File: config.mk
export PLATFORM = sky130hd
export DESIGN_NAME = multicycle_control
export DESIGN_NICKNAME = d
export VERILOG_FILES = /design/src/rtl/multicycle_control.sv
export SDC_FILE = /design/constraint.sdc
export NUM_CORES = 1
export LEC_CHECK = 0
export ABC_AREA = 1
export BUFFER_PORTS_ARGS = -buffer_cell sky130_fd_sc_hd__clkbuf_2
export CAP_MARGIN = 0
export CORE_ASPECT_RATIO = 1.25
export CORE_MARGIN = 4
export CORE_UTILIZATION = 51
export CTS_CLUSTER_DIAMETER = 30
export CTS_CLUSTER_SIZE = 12
export DETAILED_ROUTE_END_ITERATION = 8
export PLACE_DENSITY_LB_ADDON = 0.2
export SYNTH_ARGS = -nofsm -noshare
export SYNTH_HDL_FRONTEND = slang
export SYNTH_SLANG_ARGS = --single-unit
export TNS_END_PERCENT = 30
File: constraint.sdc
create_clock -name clk -period 2.4 [get_ports clk]
set_input_delay 0.12 -clock clk [delete_from_list [all_inputs] [get_ports clk]]
set_output_delay 0.12 -clock clk [all_outputs]
set_load 0.01 [all_outputs]
File: src/rtl/multicycle_control.sv
// multicycle_control: Moore FSM sequencing the multicycle MIPS datapath over a shared memory
module multicycle_control (
    input  logic        clk,
    input  logic        reset,
    input  logic [5:0]  opcode,
    input  logic        mem_ready,
    output logic        IorD,
    output logic        MemRead,
    output logic        MemWrite,
    output logic        IRWrite,
    output logic        RegDst,
    output logic        MemToReg,
    output logic        RegWrite,
    output logic        ALUSrcA,
    output logic [1:0]  ALUSrcB,
    output logic [1:0]  ALUOp,
    output logic [1:0]  PCSrc,
    output logic        PCWrite,
    output logic        PCWriteCond,
    output logic [3:0]  state,
    output logic        illegal,
    output logic [31:0] retired
);
    typedef enum logic [3:0] {
        FETCH  = 4'd0,
        DECODE = 4'd1,
        MEMADR = 4'd2,
        MEMRD  = 4'd3,
        MEMWB  = 4'd4,
        MEMWR  = 4'd5,
        EXEC   = 4'd6,
        ALUWB  = 4'd7,
        BRANCH = 4'd8,
        ADDIEX = 4'd9,
        ADDIWB = 4'd10,
        JUMP   = 4'd11
    } state_t;

    localparam logic [5:0] OP_R    = 6'b000000;
    localparam logic [5:0] OP_J    = 6'b000010;
    localparam logic [5:0] OP_BEQ  = 6'b000100;
    localparam logic [5:0] OP_ADDI = 6'b001000;
    localparam logic [5:0] OP_LW   = 6'b100011;
    localparam logic [5:0] OP_SW   = 6'b101011;

    state_t cur, nxt;

    assign state = cur;

    // state register, aborts to FETCH the moment reset drops
    always_ff @(posedge clk or negedge reset)
        if (!reset) cur <= FETCH;
        else        cur <= nxt;

    // count fetches that actually completed
    always_ff @(posedge clk or negedge reset)
        if (!reset)                        retired <= '0;
        else if (cur == FETCH && mem_ready) retired <= retired + 32'd1;

    // next state and per-state controls; strobes are killed combinationally during reset
    always_comb begin
        nxt         = FETCH;
        IorD        = 1'b0;
        MemRead     = 1'b0;
        MemWrite    = 1'b0;
        IRWrite     = 1'b0;
        RegDst      = 1'b0;
        MemToReg    = 1'b0;
        RegWrite    = 1'b0;
        ALUSrcA     = 1'b0;
        ALUSrcB     = 2'd0;
        ALUOp       = 2'd0;
        PCSrc       = 2'd0;
        PCWrite     = 1'b0;
        PCWriteCond = 1'b0;
        illegal     = 1'b0;
        case (cur)
            FETCH: begin
                MemRead = 1'b1;
                ALUSrcB = 2'd1;
                IRWrite = mem_ready;
                PCWrite = mem_ready;
                nxt     = mem_ready ? DECODE : FETCH;
            end
            DECODE: begin
                ALUSrcB = 2'd3;
                case (opcode)
                    OP_LW, OP_SW: nxt = MEMADR;
                    OP_R:         nxt = EXEC;
                    OP_BEQ:       nxt = BRANCH;
                    OP_ADDI:      nxt = ADDIEX;
                    OP_J:         nxt = JUMP;
                    default:      illegal = 1'b1;
                endcase
            end
            MEMADR: begin
                ALUSrcA = 1'b1;
                ALUSrcB = 2'd2;
                nxt     = (opcode == OP_SW) ? MEMWR : MEMRD;
            end
            MEMRD: begin
                MemRead = 1'b1;
                IorD    = 1'b1;
                nxt     = mem_ready ? MEMWB : MEMRD;
            end
            MEMWB: begin
                RegWrite = 1'b1;
                MemToReg = 1'b1;
            end
            MEMWR: begin
                MemWrite = 1'b1;
                IorD     = 1'b1;
                nxt      = mem_ready ? FETCH : MEMWR;
            end
            EXEC: begin
                ALUSrcA = 1'b1;
                ALUOp   = 2'd2;
                nxt     = ALUWB;
            end
            ALUWB: begin
                RegWrite = 1'b1;
                RegDst   = 1'b1;
            end
            BRANCH: begin
                ALUSrcA     = 1'b1;
                ALUOp       = 2'd1;
                PCSrc       = 2'd1;
                PCWriteCond = 1'b1;
            end
            ADDIEX: begin
                ALUSrcA = 1'b1;
                ALUSrcB = 2'd2;
                nxt     = ADDIWB;
            end
            ADDIWB: RegWrite = 1'b1;
            JUMP: begin
                PCSrc   = 2'd2;
                PCWrite = 1'b1;
            end
            default: nxt = FETCH;
        endcase
        if (!reset) begin
            MemRead     = 1'b0;
            MemWrite    = 1'b0;
            IRWrite     = 1'b0;
            RegWrite    = 1'b0;
            PCWrite     = 1'b0;
            PCWriteCond = 1'b0;
            illegal     = 1'b0;
        end
    end
endmodule

Word-level counts from Yosys, hierarchy flattened --
Cells that the tools add are included.
Operators by class: add/subtract/negate cells 1, multipliers 0, divide/modulo/power cells 0, $lt $le $gt $ge 0, equal/unequal tests 16, shifts and indexed selects 0, multiplexer cells 28, bitwise operators 0, reduce and logical (&&, ||, !) cells 10
Operator list (count):
- adder 32 x 1 -> 32 bit, second input constant | 1
- one-hot mux 4 bit (7 select lines) | 1
- one-hot mux 4 bit (5 select lines) | 1
- two-way mux 1 bit | 19
- equality test 4 x 3 -> 1 bit, second input constant | 4
- equality test 4 bit, second input constant | 4
- equality test 6 bit, second input constant | 2
- two-way mux 3 bit | 3
- equality test 4 x 2 -> 1 bit, second input constant | 2
- one-hot mux 2 bit (2 select lines) | 2
- OR reduction 2 bit | 4
- equality test 6 x 2 -> 1 bit, second input constant | 1
- equality test 6 x 3 -> 1 bit, second input constant | 1
- equality test 6 x 4 -> 1 bit, second input constant | 1
- logical NOT 6 bit | 1
- one-hot mux 2 bit (3 select lines) | 1
- OR reduction 6 bit | 1
- equality test 4 x 1 -> 1 bit, second input constant | 1
- logical NOT 4 bit | 1
- OR reduction 4 bit | 1
- OR reduction 3 bit | 1
- one-hot mux 1 bit (2 select lines) | 1
- logical AND 1 bit | 1
Storage, ports and cells: bits in registers 36, bits in latches 0, bits in writable memories 0, bits in read-only memories 0, logic and storage cells 57, memories 0

Longest topological paths before layout --
Gate-level depths: netlist (run 1).
depth after elaboration 5, depth in mapped cells 9, gate-level depth less buffers 9

Least setup slack after synthesis (run 1) --
OpenSTA, ideal clock, no wires.
path kind flip-flop to flip-flop, start register retired[0], end register retired[22], library setup time 0.121 ns, arrival 1.376 ns, data required time 2.279 ns, path slack 0.903 ns, cell stages (with the launch flop) 8, period minus slack after synthesis 1.497 ns, path through dfrtp_1 ha_1 nand3_1 nor2_1 nand2_4 nor2_8 nand2_1 xor2_1
Between the ends: longest elaborated chain between the ends 1
Ends and longest elaborated chain:
- start, declared | RTL line 22 | output logic [31:0] retired
- start signal, assigned | RTL line 58 | else if (cur == FETCH && mem_ready) retired <= retired + 32'd1;
- adder 32 x 1 -> 32 bit | RTL line 58
Every way passes these cells. A chain may end at the register's enable or synchronous reset.

Worst setup path after layout (run 1) --
start register cur[3], in the netlist state[3], end output PCWriteCond
Between the ends: longest elaborated chain between the ends 3
Ends and longest elaborated chain:
- start, declared | RTL line 46 | state_t cur, nxt;
- start signal, assigned | RTL line 53 | else cur <= nxt;
- equality test 4 bit | RTL line 77 | case (cur)
- two-way mux 1 bit | RTL line 77
- two-way mux 1 bit | RTL line 142 | if (!reset) begin
- end, declared | RTL line 19 | output logic PCWriteCond,
Every way passes these cells.

==> flow_summary_export.csv, run 1 <==
group,metric,value,unit
synthesis,synth_warnings,0,
global_routing,gr-usage-all-layers,0.2126,
synthesis,synth_largest_type_area_fraction,0.3982,
die,num_rows,26,
worst_setup_path,critical_path.top_delay_family,"simple AND/OR/NAND/NOR gates",
place,gp_congestion,0.8531,
routing,drtIter0Drc,119,
outcome,outcome,"finished clean",
power_and_ir_drop,pwr-share-seq,0.406,
synthesis,yosysSeqAreaShare,0.3982,
die,die_x,67.57,um
finish,fin_util,0.6565,
die,die_y,82.46,um
place,hpwl,4193,um
worst_setup_path,crit_required,2.28,ns
finish,area_growth,21.79,%
synthesis,synth_top_family_by_area,"simple AND/OR/NAND/NOR gates",
power_and_ir_drop,combPwrFrac,0.316,
sta,slew_headroom,0.6830,
synthesis,synth_xor_area_frac,0.08131,
global_routing,grt_antenna_before_repair,0,
finish,n_antenna_cell,0,
cts,cts_tree,"yes",
cts,ctsHtreeMaxLevel,2,
power_and_ir_drop,vdd_ir_drop_max,0.4309,mV
cts,cts_sinks,36,
die,pin_count,62,
worst_setup_path,worst_setup_path_end_kind,"output pin",
synthesis,ys_top_cells_by_area,"dfrtp_1, nand2_1, inv_1, nor2_1, nand3_1",
synthesis,syn_inst,311,
sta,period_minus_slack,1.707,ns
power_and_ir_drop,switching_power,0.6900,mW
power_and_ir_drop,clock_power_share,0.278,
synthesis,synthSimpleGateAreaFrac,0.4054,
sta,drv_slew,0,
synthesis,syn_area_per_cell,7.274,um^2
routing,vias_per_cell,4.986,
cts,cts_buffers,5,
sta,tightest_slew,0.4718,ns
global_routing,grt_pass1_wl,9025,um
cts,ctsRootBufferMaster,"clkbuf_8",
finish,nFillCells,384,
finish,nNetsFinal,390,
die,start_util,0.5391,
worst_setup_path,rrSetupSlack,0.79,ns
finish,regArea,900.9,um^2
job,drv_cap,0,
sta,final.setup.tns,0,ns
power_and_ir_drop,internal-power,1.207,mW
synthesis,ys_ff_latch,36,
sta,final_min_period_over_clock_period,0.7113,
global_routing,first_global_vias,2033,
finish,fin_area,2755,um^2
worst_setup_path,cpMaxStageDelayCell,"dfrtp_1",
worst_setup_path,crit_buf_inv,4,
synthesis,synthAdderAreaFrac,0.005531,
synthesis,synth_mux_area_frac,0,
worst_setup_path,worstPathArrival,1.59,ns
worst_setup_path,crit_path_max_fanout,4,
synthesis,synth_top_flop_cell,"dfrtp_1",
global_routing,overflow,0,
cts,clk_latency,0.29,ns
synthesis,synthesis.area,2262,um^2
worst_setup_path,path_class,"flop to output pin",
sta,clock_skew,0.008033,ns
synthesis,synth_top_area_cell,"dfrtp_1",
cts,clock_path_buffers,2,
power_and_ir_drop,p_leak,1.623,nW
synthesis,async_flop_share,1.000,
worst_setup_path,crit_chain,"inv_1 > nor2_1 > inv_1 > nor2_1 > inv_1 > nor2_1 > clkbuf_2",
cts,cts.reportedPaths.clkPinSlew,0.06,ns
power_and_ir_drop,swShare,0.3638,
sta,timing.fmax,0.5858,GHz
place,postPlaceCellArea,2638,um^2
finish,layout-drive-gt1-share,0.2205,
die,core,4197,um^2
sta,rsz0062_at_grt,"no",
routing,first_pass_iters,4,
routing,routed_wl,5303,um
synthesis,synth_common_cells,"nand2_1, inv_1, nor2_1",
sta,hold_viol,0,
synthesis,synth_nets,321,
routing,drc,0,
routing,routedWlPerCell,12.14,um
die,dieArea,5572,um^2
synthesis,yosysMostFrequentCell,"nand2_1",
worst_setup_path,start_kind,"flop",
synthesis,synth-edff-count,0,
place,portBuffers,61,
synthesis,synth_cell_types,21,
sta,setup_viol,0,
routing,route.antenna.remaining_nets,0,
power_and_ir_drop,p_per_area,688.4,nW/um^2
finish,multi_input_area,1177,um^2
cts,post_cts_buffers,0,
min_path,hold_class,"primary input to flop",
synthesis,synth_compound_area_frac,0.02821,
worst_setup_path,max_stage_delay,0.44,ns
routing,vias,2179,
global_routing,grt_max_degree,31,
==> cell families (layout without fill, tap and decap cells) <==
logic type               after synthesis  after routing
adder cells (fa/ha/maj)                1              1
buffers and inverters                 48            118
XOR/XNOR                              21             21
AO/OA/AOI/OAI                         12             12
AND/OR/NAND/NOR                      193            193
flip-flops                            36             36
==> worst min-delay path: cells and delay by family <==
family | cells | cell delay (ns)
AOI/OAI and AO/OA | 1 | 0.07
buffers and inverters | 1 | 0.10
and+or+nand+nor | 2 | 0.16
==> per-stage QoR <==
step                      setup WS [ns]  power [mW]  cells  hold WS [ns]
after detailed placement         0.7933       1.380    428      0.005143
after floorplan                  0.9028       1.156    311       -0.1756
after global routing             0.4972       2.016    437        0.2258
after CTS                        0.6852       1.914    437        0.1912
final                            0.6930       1.897    437        0.2030
after global placement           0.8430       1.374    428      0.002445
==> per-layer routing <==
layer,GRT usage,part of all wire,vias to the layer above
met3,0.04871,0.060,7
li1,-,-,1104
met5,0,0,-
met2,0.3778,0.50,60
met4,0.07708,0.014,0
met1,0.2455,0.42,1008
==> state kept, by name, indices dropped and copies added (netlist names) <==
| register | flops |
|---|---|
| retired | 32 |
| state | 4 |
==> area by class of cell <==
class                   instances  share of cell area
well taps                      56             0.02543
inverters                      47             0.06403
repair buffers                 63              0.1172
flip-flops and latches         36              0.3270
multi-input cells             227              0.4273
clock inverters                 2             0.01272
clock buffers                   6             0.02634
==> power by group through the flow <==
stage          sequential, mW  clock, mW  combinational, mW
2_1_floorplan           0.799          0              0.357
6_report                0.771      0.527              0.599
3_3_place_gp            0.776          0              0.598
5_1_grt                 0.785      0.561              0.670
3_5_place_dp            0.783          0              0.597
4_1_cts                 0.771      0.539              0.604
==> cell usage in the layout (no fill, tap or decap), drive strengths merged, types with 6 or more instances in the layout <==
cell / instances
nor2: 57
nand3: 28
inv: 47
xor2: 15
o21ai: 6
clkbuf: 67
nand4: 9
xnor2: 6
nand2: 93
dfrtp: 36
==> what timing repair did <==
item                       in CTS  in global routing
gates resized for setup         0                  0
setup endpoints to repair       0                  0
hold endpoints to repair        6                  0
hold buffers                    1                  0
==> path summary, 6_finish.rpt <==
check	start	end	depth (start not counted)
worst min-delay path	opcode[1]	state[2]	4
worst min register to register	retired[31]	retired[31]	2
worst max register to register	retired[0]	retired[22]	7
min in group asynchronous	reset	retired[1]	2
max in group asynchronous	reset	retired[30]	3
worst max-delay path	state[3]	PCWriteCond	7
(Power assumes the default switching activity.)
==> inputs of run 2 (changes only) <==
--- a/config.mk
+++ b/config.mk
@@ -10,7 +10,7 @@
 export CAP_MARGIN = 0
 export CORE_ASPECT_RATIO = 1.25
 export CORE_MARGIN = 4
-export CORE_UTILIZATION = 51
+export CORE_UTILIZATION = 47
 export CTS_CLUSTER_DIAMETER = 30
 export CTS_CLUSTER_SIZE = 12
 export DETAILED_ROUTE_END_ITERATION = 8
==> constraint.sdc (replaced) <==
create_clock -name clk -period 1.4 [get_ports clk]
set_input_delay 0.07 -clock clk [delete_from_list [all_inputs] [get_ports clk]]
set_output_delay 0.07 -clock clk [all_outputs]
set_load 0.01 [all_outputs]
==> run 2 against run 1 <==
The run now ends with negative setup slack left; sequential share of layout area shrank 5.8 points; sequential power up 67%; setup slack worse by 0.83 ns; flip-flop and latch count unchanged; largest power group is now combinational logic.
==> flow_summary_export.csv, run 2 (synthesized netlist as in run 1, its figures left out) <==
group,metric,value,unit
place,hpwl,4780,um
worst_setup_path,max_stage_delay,0.43,ns
global_routing,grt_max_degree,23,
place,gp_congestion,0.8815,
cts,clock_path_buffers,2,
routing,drtIter0Drc,174,
worst_setup_path,crit_chain,"nor2_4 > nand2_4 > nor2_8 > buf_12 > nand2_4 > nor2_4 > nand2_1 > xor2_1",
global_routing,grt_antenna_before_repair,0,
finish,largest_reg_flops,32,
routing,first_pass_iters,5,
sta,slew_headroom,0.6400,
finish,layout-drive-gt1-share,0.4186,
cts,ctsRootBufferMaster,"clkbuf_8",
outcome,outcome,"complete, but fails checks",
die,die_x,70.05,um
place,portBuffers,61,
finish,mostFrequentLayoutCells,"nand2_1, clkbuf_2, buf_4, inv_1, nor2_1",
cts,cts_tree,"yes",
routing,routed_wl,6468,um
global_routing,grt_pass1_wl,10920,um
worst_setup_path,start_kind,"flop",
cts,cts.reportedPaths.clkPinSlew,0.08,ns
sta,rsz0062_at_grt,"yes",
sta,timing.fmax,0.6522,GHz
worst_setup_path,cpMaxStageDelayCell,"dfrtp_2",
sta,drv_slew,0,
power_and_ir_drop,p_leak,1.924,nW
sta,setup_viol,36,
sta,fin_ws,-0.1333,ns
cts,clk_latency,0.29,ns
worst_setup_path,worstPathArrival,1.72,ns
power_and_ir_drop,p_per_area,1250,nW/um^2
sta,holdWs,0.1702,ns
worst_setup_path,path_class,"flop to flop",
global_routing,gr-usage-all-layers,0.2249,
die,start_util,0.4997,
routing,routedWlPerCell,13.25,um
sta,clock_skew,0.009798,ns
sta,final.setup.tns,-2.547,ns
die,num_rows,27,
finish,area_growth,49.06,%
power_and_ir_drop,p_total,4.216,mW
worst_setup_path,crit_path_max_fanout,4,
job,drv_cap,0,
die,core,4527,um^2
min_path,hold_class,"primary input to flop",
global_routing,overflow,0,
routing,drc,0,
sta,hold_viol,0,
routing,vias,2450,
sta,final_min_period_over_clock_period,1.095,
cts,cts_buffers,5,
worst_setup_path,rrSetupSlack,-0.13,ns
die,dieArea,5994,um^2
power_and_ir_drop,vdd_ir_drop_max,1.200,mV
global_routing,first_global_vias,2460,
finish,nFillCells,339,
routing,vias_per_cell,5.020,
sta,period_minus_slack,1.533,ns
outcome,violations,"negative setup slack",
cts,ctsHtreeMaxLevel,2,
finish,n_antenna_cell,0,
routing,route.antenna.remaining_nets,0,
die,die_y,85.57,um
finish,layout_commonest_cell,"nand2_1",
cts,cts_sinks,36,
place,pre_cts_slack,-0.05434,ns
sta,tightest_slew,0.5359,ns
worst_setup_path,crit_required,1.59,ns
finish,nNetsFinal,439,
finish,top_register,"retired",
die,pin_count,62,
worst_setup_path,worst_setup_path_end_kind,"flop",
[run 2: cell count changes in the layout (fill, tap and decap cells not counted), sizes merged]
| cell | change |
|---|---|
| clkinv | -1 |
| buf | +58 |
| clkbuf | -8 |
[run 2: layout make-up]
type                       count  area, um^2  area share
timing repair buffer         112       738.2      0.2189
clock buffer                   7       96.34     0.02857
clock inverter                 1       30.03    0.008905
sequential                    36       907.1      0.2690
multi-input combinational    227        1346      0.3993
inverter                      47       181.4     0.05380
tap                           58       72.57     0.02152
[run 2: report_power, final]
part | switching [mW] | leakage, nW | internal (mW)
sequential | 0.130 | 0.439 | 1.16
clock | 0.390 | 0.0645 | 0.629
combinational | 0.996 | 1.42 | 0.908
total | 1.52 | 1.92 | 2.70
[run 2: layer usage]
metal,GRT usage,up-vias,wire length (um)
li1,-,1202,-
met1,0.2461,1148,2382
met2,0.4170,82,3500
met3,0.04103,18,375
met4,0.1045,0,210
met5,0,-,0
[run 2: final timing paths]
kind / startpoint / endpoint / cells after the start
min: opcode[0] / state[2] / 4
max: state[1] / retired[16] / 8
max in group asynchronous: reset / retired[10] / 3
min reg2reg: retired[31] / retired[31] / 2
max reg2reg: state[1] / retired[16] / 8
min in group asynchronous: reset / retired[4] / 3
[run 2: timing repair]
action,4_1_cts,5_1_grt
hold buffers,1,0
gates cloned,0,0
buffers inserted,9,4
setup endpoints to repair,34,44
resized for setup,35,36
pin swaps,17,9
endpoints found under the hold margin,36,0
[run 2: stage by stage]
step                instances  instance area (um^2)    util
floorplan                 311                  2282       -
global placement          466                  2930  0.6473
detailed placement        466                  2930  0.6473
CTS                       484                  3247  0.7172
global route              488                  3372  0.7449
finish                    488                  3372  0.7449
[run 2: critical path: cells and delay by family (launching register included)]
family | cells | cell delay, ns
xor gates and xnor gates | 1 | 0.14
buffers and inverters | 1 | 0.12
DFF | 1 | 0.43
and+or+nand+nor | 6 | 0.72
==> inputs of run 3 (changes only) <==
--- a/config.mk
+++ b/config.mk
@@ -10,7 +10,7 @@
 export CAP_MARGIN = 0
 export CORE_ASPECT_RATIO = 1.25
 export CORE_MARGIN = 4
-export CORE_UTILIZATION = 47
+export CORE_UTILIZATION = 40
 export CTS_CLUSTER_DIAMETER = 30
 export CTS_CLUSTER_SIZE = 12
 export DETAILED_ROUTE_END_ITERATION = 8
==> run 3 against run 2 <==
The run still ends with negative setup slack left; core utilization is 12 points lower; sequential power hardly changed; largest cell class unchanged; cell area grew 1.6%; critical path type is now flop to output pin; clock power decreased by 22%; non-clock buffer count rose by 3; via count is 0.16% lower; maximum frequency shrank 0.52%.
==> flow_summary_export.csv, run 3 (synthesized netlist as in run 1, its figures left out) <==
group,metric,value,unit
outcome,outcome,"complete, but fails checks",
outcome,violations,"negative setup slack",
sta,drv_slew,0,
power_and_ir_drop,p_leak,1.901,nW
power_and_ir_drop,p_per_area,1224,nW/um^2
power_and_ir_drop,combPwrFrac,0.502,
finish,nNetsFinal,442,
worst_setup_path,worst_setup_path_end_kind,"output pin",
die,die_x,75.27,um
die,die_y,92.08,um
finish,top_register,"retired",
place,gp_congestion,0.8822,
sta,clock_skew,0.006654,ns
cts,cts.reportedPaths.clkPinSlew,0.07,ns
cts,ctsRootBufferMaster,"clkbuf_8",
cts,clock_path_buffers,2,
finish,layout_commonest_cell,"nand2_1",
sta,setup_viol,31,
worst_setup_path,worstPathArrival,1.47,ns
power_and_ir_drop,clock_power_share,0.191,
routing,routedWlPerCell,13.27,um
sta,hold_viol,0,
finish,n_antenna_cell,0,
worst_setup_path,reg2regPathDepth,8,
place,placed_cells,473,
power_and_ir_drop,internal-power,2.626,mW
die,core,5443,um^2
die,num_rows,30,
routing,routed_wl,6580,um
finish,final_cells,496,
sta,rsz0062_at_grt,"yes",
place,portBuffers,61,
place,pre_cts_slack,-0.05335,ns
worst_setup_path,crit_path_max_fanout,4,
cts,ctsHtreeMaxLevel,2,
finish,mostFrequentLayoutCells,"nand2_1, clkbuf_2, buf_4, inv_1, nor2_1",
die,dieArea,6930,um^2
cts,cts_buffers,5,
global_routing,grt_pass1_wl,10700,um
sta,timing.fmax,0.6488,GHz
routing,vias_per_cell,4.931,
cts,cts_tree,"yes",
global_routing,grt_antenna_before_repair,0,
finish,largest_reg_flops,32,
min_path,holdPathStages,4,
power_and_ir_drop,pwr-share-seq,0.308,
power_and_ir_drop,swShare,0.3732,
global_routing,overflow,0,
finish,area_growth,51.38,%
power_and_ir_drop,p_total,4.190,mW
worst_setup_path,start_kind,"flop",
job,drv_cap,0,
routing,vias,2446,
finish,layout-drive-gt1-share,0.4282,
sta,fin_ws,-0.1413,ns
global_routing,gr-usage-all-layers,0.1965,
power_and_ir_drop,switching_power,1.564,mW
sta,period_minus_slack,1.541,ns
cts,clk_latency,0.29,ns
global_routing,first_global_vias,2389,
die,pin_count,62,
min_path,hold_class,"primary input to flop",
sta,final_min_period_over_clock_period,1.101,
routing,route.antenna.remaining_nets,0,
die,start_util,0.4156,
cts,cts_sinks,36,
routing,drc,0,
power_and_ir_drop,vdd_ir_drop_max,1.017,mV
place,hpwl,4888,um
global_routing,grt_max_degree,25,
worst_setup_path,crit_required,1.33,ns
sta,final.setup.tns,-2.298,ns
finish,fin_util,0.6292,
sta,slew_headroom,0.7150,
routing,drtIter0Drc,96,
sta,tightest_slew,0.4243,ns
worst_setup_path,path_class,"flop to output pin",
routing,first_pass_iters,5,
run 3: changes by cell type in the layout (fill, tap and decap cells not counted), sizes merged:
cell / change
clkbuf: -4
buf: +7
bufinv: -1
run 3: worst paths after layout:
path                             start     endpoint  slack [ns]
setup / recovery              state[0]     MemWrite       -0.14
hold / removal               opcode[0]     state[2]        0.15
setup reg to reg              state[1]  retired[17]       -0.09
hold reg to reg            retired[31]  retired[31]        0.51
max in group asynchronous        reset  retired[13]        0.60
min in group asynchronous        reset     state[2]        0.18
run 3: timing repair:
action,CTS,global route
pin swaps,8,19
hold buffers,1,0
setup endpoints to repair,31,45
setup buffers,8,7
gates resized for setup,28,59
endpoints found under the hold margin,12,0
run 3: power groups by stage:
stage	clock network, mW	logic [mW]	registers [mW]
5_1_grt	0.873	2.28	1.30
3_3_place_gp	0	1.42	1.28
6_report	0.799	2.10	1.29
2_1_floorplan	0	0.651	1.37
3_5_place_dp	0	1.43	1.28
4_1_cts	0.820	1.78	1.27
run 3: area by class of cell:
class,count,area [um^2]
fill,479,2018
multi-input combinational,227,1381
sequential,36,907.1
timing repair buffer,115,778.2
inverter,47,181.4
clock buffer,7,96.34
tap,64,80.08
run 3: per-stage QoR:
| step | cell area, um^2 | hold WS (ns) |
|---|---|---|
| finish | 3425 | 0.1516 |
| global route | 3425 | 0.1814 |
| CTS | 3192 | 0.1378 |
| detailed placement | 2945 | -0.05476 |
| global placement | 2945 | -0.05526 |
| floorplan | 2282 | -0.2256 |
run 3: worst max-delay path, cell delays in order, from the launching register on:
cell and delay [ns]:
dfrtp_1 0.44, buf_6 0.16, inv_4 0.04, nor2_4 0.10, buf_4 0.14, nand2_2 0.07, nor2_1 0.10, buf_2 0.13
run 3: per-layer routing:
| metal | share of wire | track usage | wire length [um] | vias to the layer above |
|---|---|---|---|---|
| met5 | 0 | 0 | 0 | - |
| met4 | 0.016 | 0.06414 | 108 | 0 |
| met3 | 0.059 | 0.03070 | 388 | 8 |
| met2 | 0.52 | 0.3307 | 3419 | 72 |
| met1 | 0.40 | 0.2515 | 2664 | 1155 |
| li1 | - | - | - | 1211 |
